<file path="config.mk">
export PLATFORM = sky130hd
export DESIGN_NAME = mfe_led7seg_scan_scheduler
export DESIGN_NICKNAME = d
export VERILOG_FILES = /design/src/rtl/mfe_led7seg_scan_scheduler.sv
export SDC_FILE = /design/constraint.sdc
export NUM_CORES = 1
export LEC_CHECK = 0
export ABC_AREA = 0
export CORE_MARGIN = 2
export CORE_UTILIZATION = 60
export DETAILED_ROUTE_END_ITERATION = 10
export GPL_TIMING_DRIVEN = 1
export PLACE_DENSITY = 0.78
export REMOVE_ABC_BUFFERS = 1
export SYNTH_ARGS = -nofsm -noshare
export SYNTH_HDL_FRONTEND = slang
export SYNTH_SLANG_ARGS = --single-unit
</file>
<file path="constraint.sdc">
create_clock -name clk -period 4.7 [get_ports clk]
set_clock_uncertainty 0.1 [all_clocks]
set_input_delay 0.47 -clock clk [delete_from_list [all_inputs] [get_ports clk]]
set_output_delay 0.47 -clock clk [all_outputs]
set_load 0.01 [all_outputs]
</file>
<file path="src/rtl/mfe_led7seg_scan_scheduler.sv">
//------------------------------------------------------------------------------
// mfe_led7seg_scan_scheduler
//
// Purpose:
//   Multiplexed-refresh scheduler for an 8-digit 7-segment display that is
//   driven through a 74HC595-style shift-register serializer. The host writes
//   segment patterns into a shadow buffer. A commit copies shadow to active at
//   the next frame boundary, so a frame is never torn. The scheduler walks the
//   digits round-robin. For each digit it builds one {seg, dig_sel} word,
//   hands it to the serializer over vld/rdy, and then dwells before moving on.
//   When en drops, the current digit finishes its transfer and dwell. A blank
//   word is then shifted out and the scheduler parks in IDLE.
//
// Ports:
//   clk          system clock
//   rst_n        asynchronous active-low reset
//   en           scan enable
//   wr_en        host write strobe into the shadow buffer
//   wr_addr      digit index to write (indices >= DIG_NUM are ignored)
//   wr_data      segment pattern, 1 = segment on
//   commit       pulse: copy shadow to active at the next frame boundary
//   commit_pend  a commit is waiting for the frame boundary
//   frame_done   one-cycle pulse after the last digit's dwell ends
//   ser_dat      {seg[SEG_NUM-1:0], dig_sel[DIG_NUM-1:0]}, MSB shifted first
//   ser_vld      one-cycle load strobe, only ever high while ser_rdy = 1
//   ser_rdy      serializer idle
//
// Build option:
//   MFE_LED7SEG_HEX_DECODE_EN
//     Defined: wr_data[3:0] is a hex nibble that is decoded to the a..g glyph,
//     and wr_data[4] is the decimal point. The decoded pattern is stored, and
//     this mode needs SEG_NUM >= 8.
//     Undefined: wr_data is stored raw.
//------------------------------------------------------------------------------
`timescale 1ns/1ps

module mfe_led7seg_scan_scheduler #(
    parameter int DIG_NUM        = 8,
    parameter int SEG_NUM        = 8,
    parameter int DWELL_CYC      = 1024,
    parameter int DIG_ACTIVE_LOW = 1,
    parameter int SEG_ACTIVE_LOW = 1
) (
    input  logic                                             clk,
    input  logic                                             rst_n,
    input  logic                                             en,
    input  logic                                             wr_en,
    input  logic [$clog2((DIG_NUM > 1) ? DIG_NUM : 2)-1:0]   wr_addr,
    input  logic [SEG_NUM-1:0]                               wr_data,
    input  logic                                             commit,
    output logic                                             commit_pend,
    output logic                                             frame_done,
    output logic [DIG_NUM+SEG_NUM-1:0]                       ser_dat,
    output logic                                             ser_vld,
    input  logic                                             ser_rdy
);

    localparam int IDX_W  = $clog2((DIG_NUM > 1) ? DIG_NUM : 2);
    localparam int CNT_W  = $clog2(DWELL_CYC + 1);
    localparam int WORD_W = DIG_NUM + SEG_NUM;

    localparam logic [IDX_W-1:0]   IDX_LAST = IDX_W'(DIG_NUM - 1);
    localparam logic [CNT_W-1:0]   CNT_LOAD = CNT_W'(DWELL_CYC - 1);
    // Polarity masks: XOR a raw (active-high) field with these to reach the pins.
    localparam logic [SEG_NUM-1:0] SEG_XOR  = {SEG_NUM{SEG_ACTIVE_LOW != 0}};
    localparam logic [DIG_NUM-1:0] DIG_XOR  = {DIG_NUM{DIG_ACTIVE_LOW != 0}};
    // No segment lit and no digit selected, after polarity is applied.
    localparam logic [WORD_W-1:0]  BLANK_WORD = {SEG_XOR, DIG_XOR};

    typedef enum logic [2:0] {
        S_IDLE,
        S_LOAD,
        S_ACCEPT,
        S_SHIFT,
        S_DWELL,
        S_BLANK
    } state_t;

    state_t               state_q, state_d;
    logic [IDX_W-1:0]     idx_q, idx_d;
    logic [CNT_W-1:0]     cnt_q;
    logic                 blank_q;        // current LOAD/ACCEPT/SHIFT pass carries the blank word
    logic                 commit_pend_q;
    logic                 frame_done_q;
    logic [WORD_W-1:0]    ser_dat_q;

    logic [SEG_NUM-1:0]   shadow_q [DIG_NUM];
    logic [SEG_NUM-1:0]   active_q [DIG_NUM];

    logic                 dwell_end;
    logic                 wrap;
    logic                 do_copy;
    logic                 load_word;
    logic [SEG_NUM-1:0]   seg_raw;
    logic [DIG_NUM-1:0]   dig_onehot;
    logic [WORD_W-1:0]    word_d;
    logic [SEG_NUM-1:0]   wr_pattern;
    logic                 wr_addr_ok;

    //--------------------------------------------------------------------------
    // Write-data formatting
    //--------------------------------------------------------------------------
`ifdef MFE_LED7SEG_HEX_DECODE_EN
    // Bits a..g are [0]..[6], and the decimal point is [7].
    function automatic logic [SEG_NUM-1:0] seg_encode(input logic [4:0] d);
        logic [6:0] glyph;
        case (d[3:0])
            4'h0: glyph = 7'h3F;
            4'h1: glyph = 7'h06;
            4'h2: glyph = 7'h5B;
            4'h3: glyph = 7'h4F;
            4'h4: glyph = 7'h66;
            4'h5: glyph = 7'h6D;
            4'h6: glyph = 7'h7D;
            4'h7: glyph = 7'h07;
            4'h8: glyph = 7'h7F;
            4'h9: glyph = 7'h6F;
            4'hA: glyph = 7'h77;
            4'hB: glyph = 7'h7C;
            4'hC: glyph = 7'h39;
            4'hD: glyph = 7'h5E;
            4'hE: glyph = 7'h79;
            default: glyph = 7'h71;
        endcase
        seg_encode      = '0;
        seg_encode[6:0] = glyph;
        seg_encode[7]   = d[4];
    endfunction

    assign wr_pattern = seg_encode(wr_data[4:0]);
    // The upper data bits have no meaning in hex mode.
    logic unused_wr_bits;
    assign unused_wr_bits = ^wr_data[SEG_NUM-1:5];
`else
    assign wr_pattern = wr_data;
`endif

    // This check matters only when DIG_NUM is not a power of two.
    assign wr_addr_ok = ({1'b0, wr_addr} < (IDX_W + 1)'(DIG_NUM));

    //--------------------------------------------------------------------------
    // Shadow buffer (host side)
    //--------------------------------------------------------------------------
    // NOTE: the buffers are small flop arrays, not RAM. Clearing them in reset
    //       makes a blank display the defined power-up state.
    always_ff @(posedge clk or negedge rst_n) begin
        if (!rst_n) begin
            for (int i = 0; i < DIG_NUM; i++) shadow_q[i] <= '0;
        end else if (wr_en && wr_addr_ok) begin
            shadow_q[wr_addr] <= wr_pattern;
        end
    end

    //--------------------------------------------------------------------------
    // FSM: state register
    //--------------------------------------------------------------------------
    // NOTE: all state uses non-blocking assignments. Every flop then samples
    //       pre-edge values, whatever order the blocks are evaluated in.
    always_ff @(posedge clk or negedge rst_n) begin
        if (!rst_n) state_q <= S_IDLE;
        else        state_q <= state_d;
    end

    //--------------------------------------------------------------------------
    // FSM: next-state logic
    //--------------------------------------------------------------------------
    // NOTE: state_d gets a default before the case. No path can leave it
    //       unassigned, so no latch is inferred.
    always_comb begin
        state_d = state_q;
        unique case (state_q)
            S_IDLE:   if (en && ser_rdy) state_d = S_LOAD;
            // LOAD waits out a busy serializer, so vld never fires while rdy = 0.
            S_LOAD:   if (ser_rdy) state_d = S_ACCEPT;
            // The serializer drops rdy one cycle after vld. This guard cycle
            // keeps SHIFT from seeing the stale rdy.
            S_ACCEPT: state_d = S_SHIFT;
            S_SHIFT:  if (ser_rdy) state_d = blank_q ? S_IDLE : S_DWELL;
            S_DWELL:  if (cnt_q == '0) state_d = en ? S_LOAD : S_BLANK;
            S_BLANK:  if (ser_rdy) state_d = S_LOAD;
            default:  state_d = S_IDLE;
        endcase
    end

    //--------------------------------------------------------------------------
    // FSM: outputs
    //--------------------------------------------------------------------------
    always_comb begin
        ser_vld     = (state_q == S_LOAD) && ser_rdy;
        ser_dat     = ser_dat_q;
        frame_done  = frame_done_q;
        commit_pend = commit_pend_q;
    end

    //--------------------------------------------------------------------------
    // Datapath: index advance, commit and word build
    //--------------------------------------------------------------------------
    always_comb begin
        dwell_end = (state_q == S_DWELL) && (cnt_q == '0);
        wrap      = dwell_end && en && (idx_q == IDX_LAST);
        // A commit arriving in the boundary cycle still makes this boundary.
        do_copy   = wrap && (commit_pend_q || commit);

        idx_d = idx_q;
        if (dwell_end && en) begin
            idx_d = (idx_q == IDX_LAST) ? '0 : idx_q + IDX_W'(1);
        end else if ((state_q == S_SHIFT) && ser_rdy && blank_q) begin
            idx_d = '0;
        end

        // The first word of a committed frame must already show the new
        // contents. Take it straight from shadow while active is being loaded.
        seg_raw    = do_copy ? shadow_q[idx_d] : active_q[idx_d];
        dig_onehot = DIG_NUM'(1) << idx_d;

        load_word = (state_d == S_LOAD) && (state_q != S_LOAD);
        word_d    = (state_q == S_BLANK) ? BLANK_WORD
                                         : {seg_raw ^ SEG_XOR, dig_onehot ^ DIG_XOR};
    end

    always_ff @(posedge clk or negedge rst_n) begin
        if (!rst_n) begin
            idx_q         <= '0;
            cnt_q         <= '0;
            blank_q       <= 1'b0;
            commit_pend_q <= 1'b0;
            frame_done_q  <= 1'b0;
            ser_dat_q     <= '0;
            for (int i = 0; i < DIG_NUM; i++) active_q[i] <= '0;
        end else begin
            idx_q <= idx_d;

            if ((state_q == S_SHIFT) && ser_rdy) begin
                cnt_q <= CNT_LOAD;
            end else if ((state_q == S_DWELL) && (cnt_q != '0)) begin
                cnt_q <= cnt_q - CNT_W'(1);
            end

            if ((state_q == S_BLANK) && ser_rdy) begin
                blank_q <= 1'b1;
            end else if ((state_q == S_SHIFT) && ser_rdy && blank_q) begin
                blank_q <= 1'b0;
            end

            // ser_dat changes only on entry to LOAD. It then holds until the
            // next LOAD, including through IDLE.
            if (load_word) ser_dat_q <= word_d;

            frame_done_q <= wrap;

            if (do_copy) begin
                commit_pend_q <= 1'b0;
            end else if (commit) begin
                commit_pend_q <= 1'b1;
            end

            // A write in the boundary cycle reaches shadow only. The copy sees
            // the pre-edge shadow.
            if (do_copy) begin
                for (int i = 0; i < DIG_NUM; i++) active_q[i] <= shadow_q[i];
            end
        end
    end

endmodule
</file>
Word level (Yosys, flattened, before mapping):

Cells that the tools add are included.

* memory bits (writable): 0
* register bits: 164
* bits in read-only memories: 0
* output and inout port bits: 19
* latch bits: 0
* input bits: 17
* memories kept: 0
* word-level logic and storage cells: 88

* div/mod/pow operators: 0
* equality and inequality tests: 8
* order comparisons: 3
* add/sub/neg operators: 2
* reductions and logical operators: 19
* shift operators: 1
* multiplexer cells: 28
* multipliers: 0
* bitwise logic cells: 4

Operator list (count)
* 64-bit bitwise mux: 1
* 8-bit binary-select mux with 3-bit select: 2
* 8-bit 2-to-1 mux: 6
* 3-bit 2-to-1 mux: 10
* 8-bit demux with 3-bit select: 1
* 11-bit 2-to-1 mux: 2
* 3-bit one-hot mux with 6 select lines: 1
* 16-bit 2-to-1 mux: 1
* 8-bit NOT: 2
* 1-bit logical AND: 12
* 11-bit logical NOT: 1
* 11-bit nonzero test: 1
* 11-bit by 1-bit subtractor with 11-bit output, second input constant: 1
* 3-bit == test, second input constant: 3
* 4-bit >= comparator, second input constant: 2
* 3-bit NOT with 4-bit output: 2
* 1-bit by 3-bit << shifter with 8-bit output, first input constant: 1
* 3-bit by 1-bit == test with 1-bit output, second input constant: 2
* 3-bit by 2-bit == test with 1-bit output, second input constant: 2
* 2-bit nonzero test: 3
* 4-bit by 1-bit < comparator with 1-bit output, second input constant: 1
* 1-bit 2-to-1 mux: 4
* 3-bit by 1-bit adder with 3-bit output, second input constant: 1
* 3-bit logical NOT: 1
* other kinds (2): 2

Logic depth before layout (Yosys ltp):

Gate-level depths: netlist of the first run.

* word-level depth: 12
* gate-level depth with buffers: 12
* mapped depth without buffers: 10

Worst setup path after synthesis of the first run:

Ideal clock, no wire load.

* path type: reg-to-reg
* start point: reg cnt_q[0]
* end point: reg ser_dat_q[15], in the netlist ser_dat[15]
* library setup time: 0.129 ns
* stages on the path, launching flop included: 11
* clock period less this slack: 2.638 ns
* path buffers: 2
* arrival time: 2.409 ns
* path slack: 2.062 ns
* data required time: 4.471 ns
* cell sequence: dfrtp_1 > inv_1 > ha_1 > or3b_4 > nand4b_4 > mux2i_2 > buf_2 > buf_1 > nand2_1 > a211oi_1 > o22ai_1

* longest elaborated chain between the ends: 11
* elaborated cells on any way between the ends: 20
* those cells by class: eq/ne (1); mux (11); bitwise (2); reduce/logical (6)

Ends and longest elaborated chain
* start: declaration: line 81 `logic [CNT_W-1:0] cnt_q;`
* start signal: assignment: line 236 `cnt_q <= cnt_q - CNT_W'(1);`
* 11-bit logical NOT *: line 179, 199
* 1-bit logical AND: line 199 `dwell_end = (state_q == S_DWELL) && (cnt_q == '0);`
* 1-bit logical AND: line 200, 205
* 3-bit 2-to-1 mux: line 205 `if (dwell_end && en) begin`
* 3-bit NOT with 4-bit output (not written as such): line 213 `seg_raw = do_copy ? shadow_q[idx_d] : active_q[idx_d];`
* 8-bit binary-select mux with 3-bit select: line 213
* 8-bit 2-to-1 mux (not written as such) (2 in series): line 213
* 8-bit 2-to-1 mux: line 213
* 8-bit NOT (no source line)
* 16-bit 2-to-1 mux: line 217 `word_d = (state_q == S_BLANK) ? BLANK_WORD`
* end signal: assignment: line 247 `if (load_word) ser_dat_q <= word_d;`
* end: declaration: line 85 `logic [WORD_W-1:0] ser_dat_q;`

Mark *: on every way between the ends. The rest lies on a longest branch, timed or not. The select of a mux whose other input is x is not followed.
A chain may end at the register's enable or synchronous reset.

Worst setup path in the final report of the first run:

* start point: reg cnt_q[0]
* end point: reg ser_dat_q[13], in the netlist ser_dat[13]

* elaborated cells on any way between the ends: 20
* those cells by class: eq/ne (1); mux (11); bitwise (2); reduce/logical (6)

RTL lines
* 11-bit logical NOT: line 179 `S_DWELL: if (cnt_q == '0) state_d = en ? S_LOAD : S_BLANK;`
* 3-bit 2-to-1 mux: line 179
* 3-bit one-hot mux with 6 select lines: line 171 `unique case (state_q)`
* net state_d[0]: line 79 `state_t state_q, state_d;`
* 3-bit by 1-bit == test with 1-bit output: line 216 `load_word = (state_d == S_LOAD) && (state_q != S_LOAD);`
* 1-bit logical AND: line 216

The timed path passes the listed nets, and every way through them passes these cells. The select of a mux whose other input is x is not followed.

==> flow_summary.ini, run 1 <==
[outcome]
status = finished with violations
violations = negative hold slack

[critical_path]
critical_path_class = reg -> reg
critPathSlowestCell = nor4b_4
cp-start-kind = register
cp_cell_sequence = inv_1, ha_1, or3b_4, o41a_1, nor2_1, nor4b_4, nand2_1, a211oi_1, o31ai_1
critPathMaxStageDelay_ps = 540
required_ps = 4910
timing.rr.start = cnt_q[0]$_DFFE_PN0P_
endpoint_kind = register
reg2reg_depth = 9
crit_fanout = 6
r2r_slack_ps = 1420
reg2reg_to = ser_dat[13]$_DFFE_PN0P_
worstPathArrival_ps = 3490

[clock_network]
cts_hold_buffers = 0
cts.path.max_buffers = 2
cts_tree = yes
cts-root-buf = clkbuf_16
postCtsSetupRepairBufs = 0
cts_resized = 0
clock_latency_ps = 430
clk_pin_slew_ps = 60
clkSinkCount = 164
numCtsBuffers = 17
htreeDepth = 4

[global_route]
grt_max_degree = 91
antenna_found_initial = 0
grt_use_total = 0.284
grt-ovfl-total = 0
first_global_vias = 5358
grt_pass1_wl_um = 28800

[sta]
setup_viol = 0
worst_slew_pin_slew_ps = 851
max_freq_mhz = 305
period_share = 0.698
hold_ws_ps = -8.01
fin_tns_setup_ps = 0
hold_violations = 2
slew_viol_final = 0
grt_setup_unrepaired = no
max-slew-margin-rel = 0.430
fin_crit_ps = 3280

[finish]
fillers = 823
syn2layout_area_growth_pct = 16.8
finalInstanceArea_um2 = 8800
diodes = 0
layout_common_cells = dfrtp_1 (164), mux2_2 (128), nand2_1 (66)
multi_input_area_um2 = 3280
drive_gt1_frac = 0.299
seq_area_um2 = 4100
fin_nets = 663
layout_commonest_cell = dfrtp_1

[synth]
avgSynthCellArea_um2 = 12.4
async_flop_share = 1.00
ys_types = 62
synth_area_um2 = 7530
synth_top_area_share = 0.545
synth-edff-count = 0
ys_seq_area_frac = 0.545
synth_seq_cells = 164
synth_ff_type = dfrtp_1
netlist.top_cell.by_area = dfrtp_1
postSynthCellCount = 607
yosysWarnings = 0
yosys-top-cells-area = dfrtp_1 (54%), mux2_2 (19%), nand2_1 (3.3%), o221ai_1 (2.0%), o22ai_1 (1.4%)

[pwr]
p_leak_nw = 3.81
power-per-cell-area_nw_per_um2 = 450
p_clk_frac = 0.420
p_sw_frac = 0.260
p_sw_mw = 1.03
ir_drop_mv = 0.241
p_total_mw = 3.96
p_int_mw = 2.93
pwr-share-comb = 0.145
p_seq_frac = 0.435

[detailed_routing]
post_drt_wl_per_cell_um = 21.8
via_per_inst = 6.42
drt-total-wl_um = 17900
dr.pass1.iters = 5
ant_nets = 0
drc = 0
vias = 5287
drt-initial-drc-count = 530

[flow_run]
drv_cap = 0

[floorplan]
rows = 40
ios = 36
die_w_um = 116
dieHeight_um = 116
die_area_um2 = 13500
coreArea_um2 = 12100
start_util = 0.622

[place]
dp.final_hpwl_um = 11100
place_area_um2 = 8090
io_buffers = 35
place_congestion = 0.818

[min_path]
hold_path_class = in -> async
## kinds of logic (layout without fill, tap and decap cells)
| group | after synthesis | in the layout | synth area share |
|---|---|---|---|
| mux | 138 | 138 | 0.208 |
| flops | 164 | 164 | 0.545 |
| buf+inv | 41 | 89 | 0.0236 |
| fa+ha+maj | 3 | 3 | 0.00498 |
| xor+xnor | 7 | 7 | 0.00814 |
| compound gates | 118 | 118 | 0.111 |
| simple gates | 136 | 136 | 0.0996 |
## critical path, delay by kind of cell, from the launching register on
family	cells	cell delay (ps)
compound gates	3	950
flops	1	380
fa+ha+maj	1	170
buf+inv	1	90
simple gates	4	1480
## worst max-delay path by stage
stage	startpoint	endpoint	slack [ps]	depth (start not counted)
after floorplan	commit	ser_dat[10]$_DFFE_PN0P_	-90	4
after global placement	ser_rdy	ser_dat[13]$_DFFE_PN0P_	1380	7
after detailed placement	ser_rdy	ser_dat[13]$_DFFE_PN0P_	1310	7
after CTS	cnt_q[0]$_DFFE_PN0P_	ser_dat[13]$_DFFE_PN0P_	1500	9
after global routing	cnt_q[0]$_DFFE_PN0P_	ser_dat[13]$_DFFE_PN0P_	1290	9
final	cnt_q[0]$_DFFE_PN0P_	ser_dat[13]$_DFFE_PN0P_	1420	9
## area by class of cell
| type | instances | area share |
|---|---|---|
| clock buffer | 18 | 0.0488 |
| clock inverter | 13 | 0.0318 |
| inverter | 8 | 0.00341 |
| multi-input combinational | 402 | 0.373 |
| sequential | 164 | 0.466 |
| tap | 168 | 0.0239 |
| timing repair buffer | 50 | 0.0527 |
## cell usage after synthesis, types with 2 or more instances
cell,number
o31ai_1,4
clkbuf_1,14
o21ai_1,3
dfrtp_1,164
a21boi_0,3
o221ai_1,17
nor2b_1,4
a21oi_1,21
ha_1,3
mux2i_2,3
a31oi_1,9
or4_4,2
inv_1,6
o32ai_1,2
nor4_2,2
nand4_1,3
buf_2,13
or2_2,2
o22ai_1,17
a311oi_1,2
nor2_1,17
mux2_2,128
nand4b_1,5
buf_4,2
o22a_1,2
nand2b_1,4
o31a_1,3
nand2_1,66
o211ai_1,3
nand3_1,3
buf_1,4
nor3b_1,3
a211oi_1,9
xnor2_1,6
o32a_1,4
nor3_1,7
inv_2,2
o21ai_0,10
or3_1,7
mux2i_1,6
## flip-flops by register name (all words and copies together) (netlist names), 3 cells and up
name / flops
cnt_q: 11
state_q: 3
active_q: 64
ser_dat: 16
idx_q: 3
shadow_q: 64
## stage by stage
step / cells / utilization / worst slack [ps]
CTS: 823 / 0.727 / 1500
global placement: 792 / 0.668 / 1380
finish: 823 / 0.727 / 1420
floorplan: 574 / - / -85.7
detailed placement: 792 / 0.668 / 1310
global route: 823 / 0.727 / 1290
## power groups by stage
stage	logic (mW)	registers, mW	clock network, mW
final	0.575	1.72	1.66
after global routing	0.627	1.74	1.73
after CTS	0.577	1.72	1.66
after detailed placement	0.572	1.74	0
after global placement	0.553	1.73	0
after floorplan	0.375	1.69	0
## routing by layer
layer  vias up  wire (um)  track usage
met5         -          0            0
li1       2342          -            -
met4         0        395        0.110
met3        31       1040       0.0554
met2       202       8770        0.458
met1      2712       7740        0.386
Power figures use the tool's default switching activity.
==> run 2: changes to the inputs <==
--- a/config.mk
+++ b/config.mk
@@ -7,10 +7,10 @@
 export LEC_CHECK = 0
 export ABC_AREA = 0
 export CORE_MARGIN = 2
-export CORE_UTILIZATION = 60
+export CORE_UTILIZATION = 54
 export DETAILED_ROUTE_END_ITERATION = 10
 export GPL_TIMING_DRIVEN = 1
-export PLACE_DENSITY = 0.78
+export PLACE_DENSITY = 0.74
 export REMOVE_ABC_BUFFERS = 1
 export SYNTH_ARGS = -nofsm -noshare
 export SYNTH_HDL_FRONTEND = slang
==> constraint.sdc (replaced) <==
create_clock -name clk -period 2.6 [get_ports clk]
set_clock_uncertainty 0.1 [all_clocks]
set_input_delay 0.26 -clock clk [delete_from_list [all_inputs] [get_ports clk]]
set_output_delay 0.26 -clock clk [all_outputs]
set_load 0.01 [all_outputs]
==> run 2 against run 1 <==
Compared with the run above:
- the flow finishes with violations (negative setup slack)
- hold slack improved by 300 ps
- routed wire length grew 12%
- setup slack got worse by 1600 ps
- clock power up 46%
- core utilization shrank 1.2 points
- first-iteration DRC count shrank 8.3%
- critical path type unchanged
- critical endpoint unchanged
- largest power group unchanged
==> flow_summary.ini, run 2 (synthesized netlist as in run 1, its figures left out) <==
[outcome]
status = finished with violations
violations = negative setup slack

[floorplan]
ios = 36
dieHeight_um = 122
die_w_um = 122
die_area_um2 = 14900
start_util = 0.547
rows = 43
coreArea_um2 = 13800

[sta]
fin_crit_ps = 2740
setup_viol = 8
hold_violations = 0
fin_tns_setup_ps = -447
period_share = 1.05
worst_slew_pin_slew_ps = 580
max-slew-margin-rel = 0.613
setup_slack_ps = -139
grt_setup_unrepaired = yes
slew_viol_final = 0
max_freq_mhz = 365

[finish]
diodes = 0
final_cell_count_no_fill = 921
layout_commonest_cell = dfrtp_1
fin_nets = 749
layout_common_cells = dfrtp_1 (164), mux2_2 (128), buf_4 (70)
utilization = 0.715
syn2layout_area_growth_pct = 30.7
finalInstanceArea_um2 = 9850
drive_gt1_frac = 0.436

[detailed_routing]
vias = 5721
post_drt_wl_per_cell_um = 21.8
drc = 0
ant_nets = 0
drt-total-wl_um = 20000
via_per_inst = 6.21
drt-initial-drc-count = 486
dr.pass1.iters = 6

[place]
place_area_um2 = 8700
place_congestion = 0.827
placed_cells = 863
io_buffers = 35
dp.final_hpwl_um = 12400
dp_slack_ps = -223

[critical_path]
timing.rr.start = cnt_q[0]$_DFFE_PN0P_
r2r_slack_ps = -140
reg2reg_to = ser_dat[13]$_DFFE_PN0P_
critPathSlowestCell = dfrtp_1
required_ps = 2830
crit_fanout = 11
cp_top_family = simple AND/OR/NAND/NOR gates
critPathMaxStageDelay_ps = 390
reg2reg_depth = 11
startpoint = cnt_q[0]$_DFFE_PN0P_
critical_path_class = reg -> reg
cp_cell_sequence = inv_2, ha_4, or3b_4, nand4b_4, buf_12, mux2i_4, buf_8, o221ai_1, a31oi_1, or3_1, o31ai_1
worstPathArrival_ps = 2970
endpoint_kind = register
crit_buf_inv = 3
cp-start-kind = register

[pwr]
ir_drop_mv = 0.584
power-per-cell-area_nw_per_um2 = 723
p_leak_nw = 4.33

[clock_network]
cts_tree = yes
numCtsBuffers = 17
clock_latency_ps = 420
clk_pin_slew_ps = 60
cts-root-buf = clkbuf_16
cts.path.max_buffers = 2
clkSinkCount = 164
htreeDepth = 4

[global_route]
grt_pass1_wl_um = 30800
grt-ovfl-total = 0
grt_use_total = 0.277
grt_max_degree = 62
first_global_vias = 5686
antenna_found_initial = 0

[min_path]
hold_path_class = in -> async

[flow_run]
drv_cap = 0
run 2: cell types whose count changed in the layout (fill, tap and decap cells not counted), moves of 5 or more:
cell / before / now
a211oi_1: 9 / 4
a211oi_2: 0 / 5
buf_12: 0 / 15
buf_4: 15 / 70
buf_6: 1 / 13
bufinv_16: 8 / 2
nand2_1: 66 / 61
o221ai_1: 17 / 8
o221ai_2: 0 / 9
o22ai_1: 17 / 9
o22ai_2: 0 / 5
run 2: what timing repair did:
item / in CTS / in global routing
hold endpoints to repair: 56 / 0
cloned: 0 / 1
resized for setup: 47 / 24
buffers inserted: 17 / 9
hold buffers: 1 / 0
endpoints found under the setup margin: 43 / 43
pin swaps: 7 / 8
run 2: final cells by class:
cell class / instances / area (um^2)
Clock inverter: 12 / 133
Timing Repair Buffer: 136 / 1380
Tap cell: 180 / 225
Sequential cell: 164 / 4100
Clock buffer: 19 / 433
Multi-Input combinational cell: 402 / 3540
Fill cell: 914 / 3930
Inverter: 8 / 32.5
run 2: worst reg2reg max path, cell delays in order (launching register included):
cell and delay [ps]:
dfrtp_1 390, inv_2 80, ha_4 120, or3b_4 380
nand4b_4 220, buf_12 180, mux2i_4 210, buf_8 180
o221ai_1 230, a31oi_1 90, or3_1 390, o31ai_1 80
run 2: power by group:
group,internal (mW),leakage [nW],switching (mW)
Combinational,0.846,2.02,0.762
Sequential,2.83,2.03,0.258
Clock,1.41,0.281,1.01
run 2: stage by stage:
step / hold slack [ps] / power, mW
after floorplan: -136 / 3.74
after global placement: 173 / 4.33
after detailed placement: 184 / 4.41
after CTS: 308 / 7.03
after global routing: 334 / 7.42
final: 290 / 7.12
run 2: worst max-delay path by stage:
stage               cells after the start                 endpoint  slack (ps)
floorplan                               4  ser_dat[10]$_DFFE_PN0P_       -2140
global placement                       10  ser_dat[12]$_DFFE_PN0P_        -140
detailed placement                     10  ser_dat[13]$_DFFE_PN0P_        -220
CTS                                    12  ser_dat[13]$_DFFE_PN0P_         -60
global route                           11  ser_dat[13]$_DFFE_PN0P_        -200
finish                                 11  ser_dat[13]$_DFFE_PN0P_        -140
run 2: layer usage:
layer / up-vias / track usage / part of all wire
met5: - / 0 / 0
met1: 2955 / 0.365 / 0.41
met4: 0 / 0.0848 / 0.021
met2: 216 / 0.460 / 0.51
met3: 37 / 0.0609 / 0.057
li1: 2513 / - / -
==> run 3: changes to the inputs <==
--- a/config.mk
+++ b/config.mk
@@ -12,6 +12,7 @@
 export GPL_TIMING_DRIVEN = 1
 export PLACE_DENSITY = 0.74
 export REMOVE_ABC_BUFFERS = 1
+export SKIP_CTS_REPAIR_TIMING = 1
 export SYNTH_ARGS = -nofsm -noshare
 export SYNTH_HDL_FRONTEND = slang
 export SYNTH_SLANG_ARGS = --single-unit
==> run 3 against run 2 <==
Compared with the run above:
- the run still ends with negative setup slack left
- critical path depth stayed put
- final area decreased by 0.62%
- critical endpoint is now ser_dat[9]$_DFFE_PN0P_
- largest power group unchanged
- routed wire length rose by 1.1%
- global-route usage decreased by 1.1 points
- core utilization shrank 0.45 points
==> flow_summary.ini, run 3 (synthesized netlist as in run 1, its figures left out) <==
[outcome]
status = finished with violations
violations = negative setup slack

[sta]
worst_slew_pin_slew_ps = 598
period_share = 1.07
max-slew-margin-rel = 0.601
fin_tns_setup_ps = -1070
fin_crit_ps = 2780
hold_violations = 0
max_freq_mhz = 359
slew_viol_final = 0
setup_slack_ps = -182
grt_setup_unrepaired = yes
setup_viol = 10

[detailed_routing]
post_drt_wl_per_cell_um = 22.1
drc = 0
via_per_inst = 6.22
drt-total-wl_um = 20300
ant_nets = 0
vias = 5692
dr.pass1.iters = 5
drt-initial-drc-count = 566

[pwr]
power-per-cell-area_nw_per_um2 = 727
p_seq_frac = 0.434
p_sw_frac = 0.290
pwr-share-comb = 0.225
p_clk_frac = 0.341
ir_drop_mv = 0.578
p_sw_mw = 2.06
p_leak_nw = 4.30
p_int_mw = 5.05
p_total_mw = 7.11

[finish]
layout_commonest_cell = dfrtp_1
fin_nets = 743
finalInstanceArea_um2 = 9790
syn2layout_area_growth_pct = 29.9
diodes = 0
drive_gt1_frac = 0.429
fillers = 928
layout_common_cells = dfrtp_1 (164), mux2_2 (128), buf_4 (64)

[critical_path]
cp-start-kind = register
required_ps = 2870
reg2reg_depth = 11
crit_fanout = 19
r2r_slack_ps = -180
critical_path_class = reg -> reg
timing.rr.start = cnt_q[0]$_DFFE_PN0P_
startpoint = cnt_q[0]$_DFFE_PN0P_
worstPathArrival_ps = 3050
reg2reg_to = ser_dat[9]$_DFFE_PN0P_
endpoint_kind = register

[global_route]
grt_use_total = 0.266
grt-ovfl-total = 0
antenna_found_initial = 0
grt_pass1_wl_um = 29500
first_global_vias = 5491
grt_max_degree = 62

[place]
dp.final_hpwl_um = 12400
place_congestion = 0.827
place_area_um2 = 8700
io_buffers = 35

[floorplan]
die_area_um2 = 14900
die_w_um = 122
dieHeight_um = 122
start_util = 0.547
coreArea_um2 = 13800
rows = 43
ios = 36

[min_path]
hold_path_class = in -> async

[clock_network]
clock_latency_ps = 430
clk_pin_slew_ps = 60
htreeDepth = 4
clkSinkCount = 164
cts_tree = yes
cts-root-buf = clkbuf_16
numCtsBuffers = 17
cts.path.max_buffers = 2

[flow_run]
drv_cap = 0
-- run 3: worst max path at each step --
| stage | end | slack (ps) | cells past startpoint |
|---|---|---|---|
| 2_1_floorplan | ser_dat[10]$_DFFE_PN0P_ | -2140 | 4 |
| 3_3_place_gp | ser_dat[12]$_DFFE_PN0P_ | -140 | 10 |
| 3_5_place_dp | ser_dat[13]$_DFFE_PN0P_ | -220 | 10 |
| 4_1_cts | ser_dat[13]$_DFFE_PN0P_ | -260 | 9 |
| 5_1_grt | ser_dat[9]$_DFFE_PN0P_ | -260 | 11 |
| 6_report | ser_dat[9]$_DFFE_PN0P_ | -180 | 11 |
-- run 3: metrics by stage --
stage | hold slack (ps) | util | cells | setup slack [ps]
finish | 281 | 0.710 | 915 | -182
global route | 327 | 0.710 | 915 | -264
CTS | -267 | 0.673 | 894 | -264
detailed placement | 184 | 0.632 | 863 | -223
global placement | 173 | 0.632 | 863 | -142
floorplan | -136 | - | 574 | -2140
-- run 3: metal layers --
metal,vias up,global-route usage,routed length (um)
li1,2494,-,-
met1,2946,0.357,8340
met2,203,0.438,10300
met3,49,0.0599,1160
met4,0,0.0733,467
met5,-,0,0
-- run 3: layout make-up --
cell class	count	area, um^2	share of cell area
clock buffers	19	433	0.0442
clock inverters	12	133	0.0136
inverters	8	35.0	0.00358
multi-input cells	402	3520	0.360
flip-flops and latches	164	4100	0.419
well taps	180	225	0.0230
repair buffers	130	1330	0.136
-- run 3: critical path: stages, from the launching register on --
cell      delay (ps)
dfrtp_1          390
inv_2             90
ha_4             130
or3b_4           380
nand4b_4         250
buf_6            180
mux2i_4          200
buf_12           180
o221ai_1         230
a21oi_1           70
nor3_1           280
o221a_2          250
-- run 3: power by group through the flow --
stage	Clock, mW	Combinational [mW]	Sequential, mW
final	2.42	1.60	3.09
after global routing	2.57	1.72	3.12
after CTS	2.44	1.31	3.06
after detailed placement	0	1.30	3.11
after global placement	0	1.24	3.09
after floorplan	0	0.677	3.06
